### src/rtl/pipe_hazard_ctrl_pkg.sv
// Shared types and constants for the RV32I pipeline hazard controller.
package pipe_ctrl_pkg;

  typedef enum logic [0:0] {
    RUN   = 1'b0,
    DWAIT = 1'b1
  } state_t;

  localparam logic [31:0] NOP_INSTR        = 32'h0000_0013;
  localparam logic [1:0]  DATA_TO_REG_LOAD = 2'b01;

endpackage

### src/rtl/pipe_hazard_ctrl_if.sv
// Datapath <-> hazard controller signal bundle; the datapath is master, the controller is slave.
interface pipe_hazard_ctrl_if;
  logic [4:0]  id_rs1;
  logic [4:0]  id_rs2;
  logic        id_use_rs1;
  logic        id_use_rs2;
  logic [4:0]  ex_written_reg;
  logic        ex_mem_read;
  logic        ex_branch_taken;
  logic        mem_req;
  logic        dmem_ready;
  logic        pc_ce;
  logic        if_id_ce;
  logic        if_id_flush;
  logic        id_ex_ce;
  logic        id_ex_flush;
  logic        ex_mem_ce;
  logic        mem_wb_ce;
  logic        mem_timeout;
  logic [31:0] stall_cycles;
  logic [31:0] flush_count;

  modport master (
    output id_rs1, id_rs2, id_use_rs1, id_use_rs2, ex_written_reg,
           ex_mem_read, ex_branch_taken, mem_req, dmem_ready,
    input  pc_ce, if_id_ce, if_id_flush, id_ex_ce, id_ex_flush,
           ex_mem_ce, mem_wb_ce, mem_timeout, stall_cycles, flush_count
  );

  modport slave (
    input  id_rs1, id_rs2, id_use_rs1, id_use_rs2, ex_written_reg,
           ex_mem_read, ex_branch_taken, mem_req, dmem_ready,
    output pc_ce, if_id_ce, if_id_flush, id_ex_ce, id_ex_flush,
           ex_mem_ce, mem_wb_ce, mem_timeout, stall_cycles, flush_count
  );
endinterface

### src/rtl/pipe_hazard_ctrl_hazard_detect.sv
// Load-use comparator: a load in EX whose destination is read by the instruction in ID.
module hazard_detect (
  input  logic [4:0] id_rs1_i,
  input  logic [4:0] id_rs2_i,
  input  logic       id_use_rs1_i,
  input  logic       id_use_rs2_i,
  input  logic [4:0] ex_written_reg_i,
  input  logic       ex_mem_read_i,
  output logic       load_use_o
);
  logic rs1_hit;
  logic rs2_hit;

  assign rs1_hit = id_use_rs1_i && (id_rs1_i == ex_written_reg_i);
  assign rs2_hit = id_use_rs2_i && (id_rs2_i == ex_written_reg_i);

  // x0 is hardwired to zero, so a load targeting it can never create a dependency.
  assign load_use_o = ex_mem_read_i && (ex_written_reg_i != 5'd0) && (rs1_hit || rs2_hit);
endmodule

### src/rtl/pipe_hazard_ctrl.sv
// Pipeline CE/flush sequencer: memory-wait FSM with timeout, branch flush, load-use bubble.
// Optional performance counters are built when PIPE_PERF_CNT_EN is defined.
module pipe_hazard_ctrl
  import pipe_ctrl_pkg::*;
#(
  parameter int WAIT_MAX = 15,
  parameter int CNT_W    = 8
) (
  input  logic               clk,
  input  logic               rst,
  pipe_hazard_ctrl_if.slave  bus
);

  state_t           state_q, state_d;
  logic [CNT_W-1:0] wait_cnt_q, wait_cnt_d;
  logic             mem_timeout_q, mem_timeout_d;

  logic load_use;
  logic wait_release;
  logic dwait_cond;
  logic pc_ce, if_id_ce, if_id_flush, id_ex_ce, id_ex_flush, ex_mem_ce, mem_wb_ce;

  hazard_detect u_hazard_detect (
    .id_rs1_i         (bus.id_rs1),
    .id_rs2_i         (bus.id_rs2),
    .id_use_rs1_i     (bus.id_use_rs1),
    .id_use_rs2_i     (bus.id_use_rs2),
    .ex_written_reg_i (bus.ex_written_reg),
    .ex_mem_read_i    (bus.ex_mem_read),
    .load_use_o       (load_use)
  );

  // On timeout the stuck access is released for one cycle as if it had completed.
  assign wait_release = (state_q == DWAIT) && (wait_cnt_q == CNT_W'(WAIT_MAX));
  assign dwait_cond   = bus.mem_req && !bus.dmem_ready && !wait_release;

  // NOTE: every output of this block gets a default first, so no path leaves one unassigned (no latch).
  always_comb begin
    state_d       = state_q;
    wait_cnt_d    = '0;
    mem_timeout_d = mem_timeout_q || wait_release;

    unique case (state_q)
      RUN:     if (dwait_cond)  state_d = DWAIT;
      DWAIT:   if (!dwait_cond) state_d = RUN;
      default: state_d = RUN;
    endcase

    if (dwait_cond) wait_cnt_d = wait_cnt_q + 1'b1;
  end

  always_comb begin
    pc_ce       = 1'b0;
    if_id_ce    = 1'b0;
    if_id_flush = 1'b0;
    id_ex_ce    = 1'b0;
    id_ex_flush = 1'b0;
    ex_mem_ce   = 1'b0;
    mem_wb_ce   = 1'b0;

    if (!rst || dwait_cond) begin
      // hold everything: in reset, or waiting on data memory
    end else if (bus.ex_branch_taken) begin
      // squashes the ID instruction too, which is why it outranks load-use
      {pc_ce, if_id_ce, id_ex_ce, ex_mem_ce, mem_wb_ce} = '1;
      if_id_flush = 1'b1;
      id_ex_flush = 1'b1;
    end else if (load_use) begin
      id_ex_ce    = 1'b1;
      id_ex_flush = 1'b1;
      ex_mem_ce   = 1'b1;
      mem_wb_ce   = 1'b1;
    end else begin
      {pc_ce, if_id_ce, id_ex_ce, ex_mem_ce, mem_wb_ce} = '1;
    end
  end

  // NOTE: sequential state uses non-blocking assignments so all flops update together at the edge.
  always_ff @(posedge clk or negedge rst) begin
    if (!rst) begin
      state_q       <= RUN;
      wait_cnt_q    <= '0;
      mem_timeout_q <= 1'b0;
    end else begin
      state_q       <= state_d;
      wait_cnt_q    <= wait_cnt_d;
      mem_timeout_q <= mem_timeout_d;
    end
  end

  assign bus.pc_ce       = pc_ce;
  assign bus.if_id_ce    = if_id_ce;
  assign bus.if_id_flush = if_id_flush;
  assign bus.id_ex_ce    = id_ex_ce;
  assign bus.id_ex_flush = id_ex_flush;
  assign bus.ex_mem_ce   = ex_mem_ce;
  assign bus.mem_wb_ce   = mem_wb_ce;
  assign bus.mem_timeout = mem_timeout_q;

`ifdef PIPE_PERF_CNT_EN
  logic [31:0] stall_cycles_q, stall_cycles_d;
  logic [31:0] flush_count_q, flush_count_d;

  always_comb begin
    stall_cycles_d = stall_cycles_q;
    flush_count_d  = flush_count_q;
    if (!pc_ce && (stall_cycles_q != '1))                     stall_cycles_d = stall_cycles_q + 1'b1;
    if ((if_id_flush || id_ex_flush) && (flush_count_q != '1)) flush_count_d  = flush_count_q + 1'b1;
  end

  always_ff @(posedge clk or negedge rst) begin
    if (!rst) begin
      stall_cycles_q <= '0;
      flush_count_q  <= '0;
    end else begin
      stall_cycles_q <= stall_cycles_d;
      flush_count_q  <= flush_count_d;
    end
  end

  assign bus.stall_cycles = stall_cycles_q;
  assign bus.flush_count  = flush_count_q;
`else
  assign bus.stall_cycles = 32'h0;
  assign bus.flush_count  = 32'h0;
`endif

endmodule

### src/flat_wrapper.sv
// flat-port wrapper written by rule: the top's interface ports become plain ports
module pipe_hazard_ctrl_flat import pipe_ctrl_pkg::*;
#(
  parameter int WAIT_MAX = 15,
  parameter int CNT_W    = 8
)
  (clk, rst, bus_id_rs1, bus_id_rs2, bus_id_use_rs1, bus_id_use_rs2, bus_ex_written_reg, bus_ex_mem_read, bus_ex_branch_taken, bus_mem_req, bus_dmem_ready, bus_pc_ce, bus_if_id_ce, bus_if_id_flush, bus_id_ex_ce, bus_id_ex_flush, bus_ex_mem_ce, bus_mem_wb_ce, bus_mem_timeout, bus_stall_cycles, bus_flush_count);
  pipe_hazard_ctrl_if bus_i ();
  input  logic clk;
  input  logic rst;
  input wire logic [$bits(bus_i.id_rs1)-1:0] bus_id_rs1;
  input wire logic [$bits(bus_i.id_rs2)-1:0] bus_id_rs2;
  input wire logic [$bits(bus_i.id_use_rs1)-1:0] bus_id_use_rs1;
  input wire logic [$bits(bus_i.id_use_rs2)-1:0] bus_id_use_rs2;
  input wire logic [$bits(bus_i.ex_written_reg)-1:0] bus_ex_written_reg;
  input wire logic [$bits(bus_i.ex_mem_read)-1:0] bus_ex_mem_read;
  input wire logic [$bits(bus_i.ex_branch_taken)-1:0] bus_ex_branch_taken;
  input wire logic [$bits(bus_i.mem_req)-1:0] bus_mem_req;
  input wire logic [$bits(bus_i.dmem_ready)-1:0] bus_dmem_ready;
  output wire logic [$bits(bus_i.pc_ce)-1:0] bus_pc_ce;
  output wire logic [$bits(bus_i.if_id_ce)-1:0] bus_if_id_ce;
  output wire logic [$bits(bus_i.if_id_flush)-1:0] bus_if_id_flush;
  output wire logic [$bits(bus_i.id_ex_ce)-1:0] bus_id_ex_ce;
  output wire logic [$bits(bus_i.id_ex_flush)-1:0] bus_id_ex_flush;
  output wire logic [$bits(bus_i.ex_mem_ce)-1:0] bus_ex_mem_ce;
  output wire logic [$bits(bus_i.mem_wb_ce)-1:0] bus_mem_wb_ce;
  output wire logic [$bits(bus_i.mem_timeout)-1:0] bus_mem_timeout;
  output wire logic [$bits(bus_i.stall_cycles)-1:0] bus_stall_cycles;
  output wire logic [$bits(bus_i.flush_count)-1:0] bus_flush_count;
  assign bus_i.id_rs1 = bus_id_rs1;
  assign bus_i.id_rs2 = bus_id_rs2;
  assign bus_i.id_use_rs1 = bus_id_use_rs1;
  assign bus_i.id_use_rs2 = bus_id_use_rs2;
  assign bus_i.ex_written_reg = bus_ex_written_reg;
  assign bus_i.ex_mem_read = bus_ex_mem_read;
  assign bus_i.ex_branch_taken = bus_ex_branch_taken;
  assign bus_i.mem_req = bus_mem_req;
  assign bus_i.dmem_ready = bus_dmem_ready;
  assign bus_pc_ce = bus_i.pc_ce;
  assign bus_if_id_ce = bus_i.if_id_ce;
  assign bus_if_id_flush = bus_i.if_id_flush;
  assign bus_id_ex_ce = bus_i.id_ex_ce;
  assign bus_id_ex_flush = bus_i.id_ex_flush;
  assign bus_ex_mem_ce = bus_i.ex_mem_ce;
  assign bus_mem_wb_ce = bus_i.mem_wb_ce;
  assign bus_mem_timeout = bus_i.mem_timeout;
  assign bus_stall_cycles = bus_i.stall_cycles;
  assign bus_flush_count = bus_i.flush_count;
  pipe_hazard_ctrl #(.WAIT_MAX(WAIT_MAX), .CNT_W(CNT_W)) u_core (.clk(clk), .rst(rst), .bus(bus_i));
endmodule
### config.mk
export PLATFORM = sky130hd
export DESIGN_NAME = pipe_hazard_ctrl_flat
export DESIGN_NICKNAME = d
export VERILOG_FILES = /design/src/rtl/pipe_hazard_ctrl_pkg.sv /design/src/rtl/pipe_hazard_ctrl_if.sv /design/src/rtl/pipe_hazard_ctrl_hazard_detect.sv /design/src/rtl/pipe_hazard_ctrl.sv /design/src/flat_wrapper.sv
export SDC_FILE = /design/constraint.sdc
export NUM_CORES = 1
export LEC_CHECK = 0
export ABC_AREA = 0
export CAP_MARGIN = 15
export CORE_ASPECT_RATIO = 0.75
export CORE_MARGIN = 2
export CORE_UTILIZATION = 33
export CTS_BUF_LIST = sky130_fd_sc_hd__clkbuf_8
export CTS_CLUSTER_SIZE = 30
export DETAILED_ROUTE_END_ITERATION = 10
export GPL_ROUTABILITY_DRIVEN = 0
export GPL_TIMING_DRIVEN = 0
export PLACE_DENSITY = 0.93
export REMOVE_ABC_BUFFERS = 1
export SLEW_MARGIN = 25
export SYNTH_ARGS = -nofsm -noshare
export SYNTH_HDL_FRONTEND = slang
export SYNTH_SLANG_ARGS = --single-unit
### constraint.sdc
create_clock -name clk -period 2.8 [get_ports clk]
set_clock_uncertainty 0.1 [all_clocks]
set_input_delay 0.28 -clock clk [delete_from_list [all_inputs] [get_ports clk]]
set_output_delay 0.28 -clock clk [all_outputs]
set_load 0.05 [all_outputs]
* Yosys cells after proc, flatten, opt, wreduce, memory -nomap -nowiden *
Cells that the tools add are included.

storage, ports and cells
  flip-flop bits (word level) = 10
  bits of input ports = 23
  output and inout port bits = 72
  word-level logic and storage cells = 32

cells by class
  $add $sub $neg = 1
  equal/unequal tests = 3
  multiplexer cells = 11
  reduce and logical (&&, ||, !) cells = 14

operators by type and width
  operator                                                                number
  5-bit equality test                                                     2
  1-bit 2-to-1 mux                                                        10
  8-bit by 1-bit adder with 8-bit output (second input constant)          1
  8-bit by 4-bit equality test with 1-bit output (second input constant)  1
  8-bit 2-to-1 mux                                                        1
  1-bit logical AND                                                       7
  5-bit nonzero test                                                      1
  1-bit logical NOT                                                       3
  1-bit logical OR                                                        3

* Longest topological paths before layout *
  depth in word-level cells = 7
  depth in mapped cells = 7
  depth with buffers taken out = 6

* Cells and area by module *
Synthesis repeated with hierarchy kept, for this count alone.

second synthesis, totals
  cells, all modules = 133
  area total of the unflattened synthesis = 1139.8 um2

modules (own cells, without submodules)
  module            times used  cells an instance  area an instance (um2)  seq. area each (um2)
  pipe_hazard_ctrl  1           116                1006.0                  250.2
  hazard_detect     1           17                 133.9                   0.0

* Worst setup path before layout *
OpenSTA, ideal clock, no wires.

  path type = register -> output
  start = register u_core.wait_cnt_q[5]
  end = output bus_id_ex_flush
  arrival = 2611 ps
  required time = 2420 ps
  slack = -191 ps
  stages on the path, launching flop included = 5
  buffers on the path = 0
  cell sequence = dfrtp_1 -> or4b_4 -> o31ai_4 -> nand2_2 -> o31ai_1

on the way
  longest elaborated chain between the ends = 6

ends and longest elaborated chain
  element                                         RTL line                text
  from (decl)                                     pipe_hazard_ctrl.sv:15  logic [CNT_W-1:0] wait_cnt_q, wait_cnt_d;
  from (signal assigned)                          pipe_hazard_ctrl.sv:86  wait_cnt_q <= wait_cnt_d;
  8-bit by 4-bit equality test with 1-bit output  pipe_hazard_ctrl.sv:34  assign wait_release = (state_q == DWAIT) && (wait_cnt_q == CNT_W'(WAIT_MAX));
  1-bit logical AND                               pipe_hazard_ctrl.sv:34
  1-bit logical NOT                               pipe_hazard_ctrl.sv:35  assign dwait_cond = bus.mem_req && !bus.dmem_ready && !wait_release;
  1-bit logical AND                               pipe_hazard_ctrl.sv:35
  1-bit logical OR                                pipe_hazard_ctrl.sv:61  if (!rst || dwait_cond) begin
  1-bit 2-to-1 mux                                pipe_hazard_ctrl.sv:61
  to (decl)                                       flat_wrapper.sv:24      output wire logic [$bits(bus_i.id_ex_flush)-1:0] bus_id_ex_flush;

No other way between the ends.

* Worst setup path in the final report *
Ends and elaborated chain as after synthesis.

==> impl_metrics.xml <==
<?xml version="1.0" encoding="UTF-8"?>
<metrics>
  <group name="logic_synthesis">
    <metric name="postSynthAreaPerCell" unit="um^2">8.65</metric>
    <metric name="postSynthRegisterBits" unit="">10</metric>
    <metric name="synth_sequential_area_ratio" unit="">0.224</metric>
    <metric name="netlist_top_cells_area" unit="">buf_4, dfrtp_1, xor2_1, xnor2_1, nor2_1</metric>
    <metric name="yosysWarnings" unit="">0</metric>
    <metric name="netlist_instances" unit="">129</metric>
    <metric name="synthDistinctLibCells" unit="">26</metric>
    <metric name="syn_area" unit="um^2">1120</metric>
    <metric name="yosys.area.top_type_share" unit="">0.451</metric>
    <metric name="area_leader_netlist" unit="">buf_4</metric>
  </group>
  <group name="clock_tree">
    <metric name="clkSlewWorstSetupHoldPaths" unit="ns">0.05</metric>
    <metric name="cts-root-buf" unit="">clkbuf_8</metric>
    <metric name="clock_latency" unit="ns">0.23</metric>
    <metric name="cts.hold.buffers_added" unit="">0</metric>
    <metric name="clkSinkCount" unit="">10</metric>
    <metric name="tritoncts" unit="">done</metric>
    <metric name="htree_num_levels" unit="">1</metric>
    <metric name="max-clock-path-buffers" unit="">2</metric>
    <metric name="numCtsBuffers" unit="">3</metric>
  </group>
  <group name="critical_path">
    <metric name="r2r_start" unit="">u_core.wait_cnt_q[5]</metric>
    <metric name="setup.worst_path.start_class" unit="">flip-flop</metric>
    <metric name="timing.critical_path.slowest_stage_cell" unit="">or4b_4</metric>
    <metric name="cp_max_fo" unit="">4</metric>
    <metric name="path_buf_inv" unit="">1</metric>
    <metric name="timing.critical_path.from" unit="">u_core.wait_cnt_q[5]</metric>
    <metric name="crit_path_cell_trace" unit="">or4b_4 -&gt; o31ai_4 -&gt; nand2_2 -&gt; o31ai_1 -&gt; clkdlybuf4s15_2</metric>
    <metric name="critPathTopFamily" unit="">simple AND/OR/NAND/NOR gates</metric>
    <metric name="critical_path_arrival" unit="ns">2.33</metric>
    <metric name="timing.critical_path.to_type" unit="">output port</metric>
    <metric name="crit_type" unit="">flip-flop to output port</metric>
    <metric name="crit_required" unit="ns">2.42</metric>
    <metric name="worst_path_largest_cell_delay" unit="ns">0.57</metric>
  </group>
  <group name="floorplan">
    <metric name="coreArea" unit="um^2">3270</metric>
    <metric name="floorplan.initialDensity" unit="">0.342</metric>
    <metric name="floorplan.io_pins" unit="">95</metric>
    <metric name="design.die.area" unit="um^2">3870</metric>
    <metric name="die_span_y" unit="um">54.4</metric>
    <metric name="chipWidth" unit="um">71.2</metric>
    <metric name="core.rowCount" unit="">18</metric>
  </group>
  <group name="drt">
    <metric name="post-route-drc-count" unit="">0</metric>
    <metric name="detail-route-antenna-nets" unit="">0</metric>
    <metric name="drtPass1Iterations" unit="">4</metric>
    <metric name="drtIter0Drc" unit="">11</metric>
    <metric name="vias" unit="">698</metric>
    <metric name="detail_route.wirelength" unit="um">1790</metric>
    <metric name="detail_route.wl_per_cell" unit="um">8.97</metric>
    <metric name="avgViaCountPerCell" unit="">3.49</metric>
  </group>
  <group name="power_and_ir_drop">
    <metric name="power_density_relative_to_cell_area" unit="nW/um^2">486</metric>
    <metric name="total_leakage_power" unit="nW">0.642</metric>
    <metric name="max-vdd-ir-drop" unit="mV">0.155</metric>
  </group>
  <group name="timing">
    <metric name="finalMaxSlewViolations" unit="">0</metric>
    <metric name="worst_pin_slew" unit="ns">0.537</metric>
    <metric name="fin_crit_sh" unit="">0.967</metric>
    <metric name="grt_setup_unrepaired" unit="">true</metric>
    <metric name="hold_ws" unit="ns">0.301</metric>
    <metric name="setup_viol_count_final" unit="">0</metric>
    <metric name="final_period_minus_worst_setup_slack" unit="ns">2.71</metric>
    <metric name="fmax" unit="MHz">369</metric>
    <metric name="final_hold_viol_count" unit="">0</metric>
    <metric name="final.setup.tns" unit="ns">0</metric>
    <metric name="worst_slew_margin_rel" unit="">0.641</metric>
  </group>
  <group name="global_route">
    <metric name="first_global_vias" unit="">538</metric>
    <metric name="grt_util_all_layers" unit="">0.0845</metric>
    <metric name="grt_remaining_overflow" unit="">0</metric>
    <metric name="grt_antenna_before_repair" unit="">0</metric>
    <metric name="wire_length_of_the_first_global_routing_pass" unit="um">2390</metric>
    <metric name="grt_max_degree" unit="">13</metric>
  </group>
  <group name="placement">
    <metric name="placedInstanceArea" unit="um^2">1200</metric>
    <metric name="place.detailed.hpwl" unit="um">1580</metric>
    <metric name="number_of_port_buffers" unit="">30</metric>
  </group>
  <group name="finish">
    <metric name="finish.net_count" unit="">185</metric>
    <metric name="antenna-diode-count" unit="">0</metric>
    <metric name="layout.filler_cells" unit="">318</metric>
    <metric name="layout-drive-gt1-share" unit="">0.0750</metric>
    <metric name="design_area" unit="um^2">1250</metric>
    <metric name="layout-area-overhead-vs-synth" unit="%">12.1</metric>
    <metric name="post_layout_utilization_of_the_core" unit="">0.383</metric>
  </group>
  <group name="min_path">
    <metric name="min-delay-path-class" unit="">primary input to async pin</metric>
  </group>
  <group name="status">
    <metric name="outcome" unit="">completed</metric>
  </group>
  <group name="flow_run">
    <metric name="drv_cap" unit="">0</metric>
  </group>
</metrics>
-- metal layers --
metal / vias to the layer above / share of wire / GRT usage / routed length [um]
li1: 346 / - / - / -
met5: - / 0 / 0 / 0
met4: 0 / 0 / 0.0189 / 0
met2: 30 / 0.57 / 0.144 / 1030
met1: 322 / 0.36 / 0.0961 / 643
met3: 0 / 0.068 / 0.0442 / 122
-- cells in the final DEF (no fill, tap or decap), drive strengths merged --
master          n
or4             1
dlygate4sd2     2
nand4           1
nand2           3
o21ai           2
nor2            6
and3            1
clkbuf          4
nor4            2
or4b            1
a32oi           1
ha              1
xnor2           3
and2            3
or3             1
xor2           12
clkdlybuf4s15   3
inv             4
nand3           3
o31ai           3
conb           64
o31a            1
clkdlybuf4s50  23
a21oi           1
buf             3
dfrtp          10
and2b           1
-- cell families after synthesis --
| group | share of synthesized area |
|---|---|
| buffers and inverters | 0.464 |
| AND/OR/NAND/NOR | 0.118 |
| XOR/XNOR | 0.118 |
| flip-flops | 0.224 |
| AO/OA/AOI/OAI | 0.0617 |
| adder cells (fa/ha/maj) | 0.0112 |
| other | 0.00336 |
-- metrics by stage --
stage,cells,power (mW),setup slack (ns)
floorplan,125,0.382,-0.806
global placement,195,0.435,-0.210
detailed placement,195,0.437,-0.213
CTS,200,0.614,0.0685
global route,200,0.636,-0.0000451
finish,200,0.608,0.0929
-- area by class of cell --
type	count	area [um^2]	area share
multi-input combinational	111	584	0.467
sequential	10	250	0.200
timing repair buffer	31	297	0.237
clock buffer	4	55.1	0.0440
inverter	4	15.0	0.0120
tap	40	50.0	0.0400
-- cells in the mapped netlist (all sizes together) --
cell,number
a21oi,1
a32oi,1
and2,3
and2b,1
and3,1
buf,67
conb,1
dfrtp,10
ha,1
inv,4
nand2,3
nand3,3
nand4,1
nor2,6
nor4,2
o21ai,2
o31a,1
o31ai,3
or3,1
or4,1
or4b,1
xnor2,3
xor2,12
-- where the power goes --
part	leakage [nW]	internal (mW)	switching, mW	total, mW
clock	0.0288	0.123	0.0527	0.176
sequential	0.138	0.147	0.00130	0.148
combinational	0.476	0.0471	0.237	0.284
-- sequential cells by signal, summed over array words and instances, names as in the netlist --
name,cells
u_core.bus.mem_timeout,1
u_core.state_q,1
u_core.wait_cnt_q,8
-- worst paths after layout --
path,depth (start not counted),to,slack [ns]
min in group clk,1,u_core.wait_cnt_q[0],0.37
hold reg to reg,1,u_core.wait_cnt_q[0],0.37
hold / removal,1,u_core.wait_cnt_q[6],0.30
setup reg to reg,5,u_core.wait_cnt_q[1],0.84
setup / recovery,5,bus_id_ex_flush,0.09
max in group asynchronous,1,u_core.wait_cnt_q[0],1.94
-- timing repair --
item                                    4_1_cts  5_1_grt
gates cloned                                  0        0
setup buffers                                 1        0
endpoints found under the setup margin        7        3
gates resized for setup                      14        6
pin swaps                                     1        0
(Power assumes the default switching activity.)
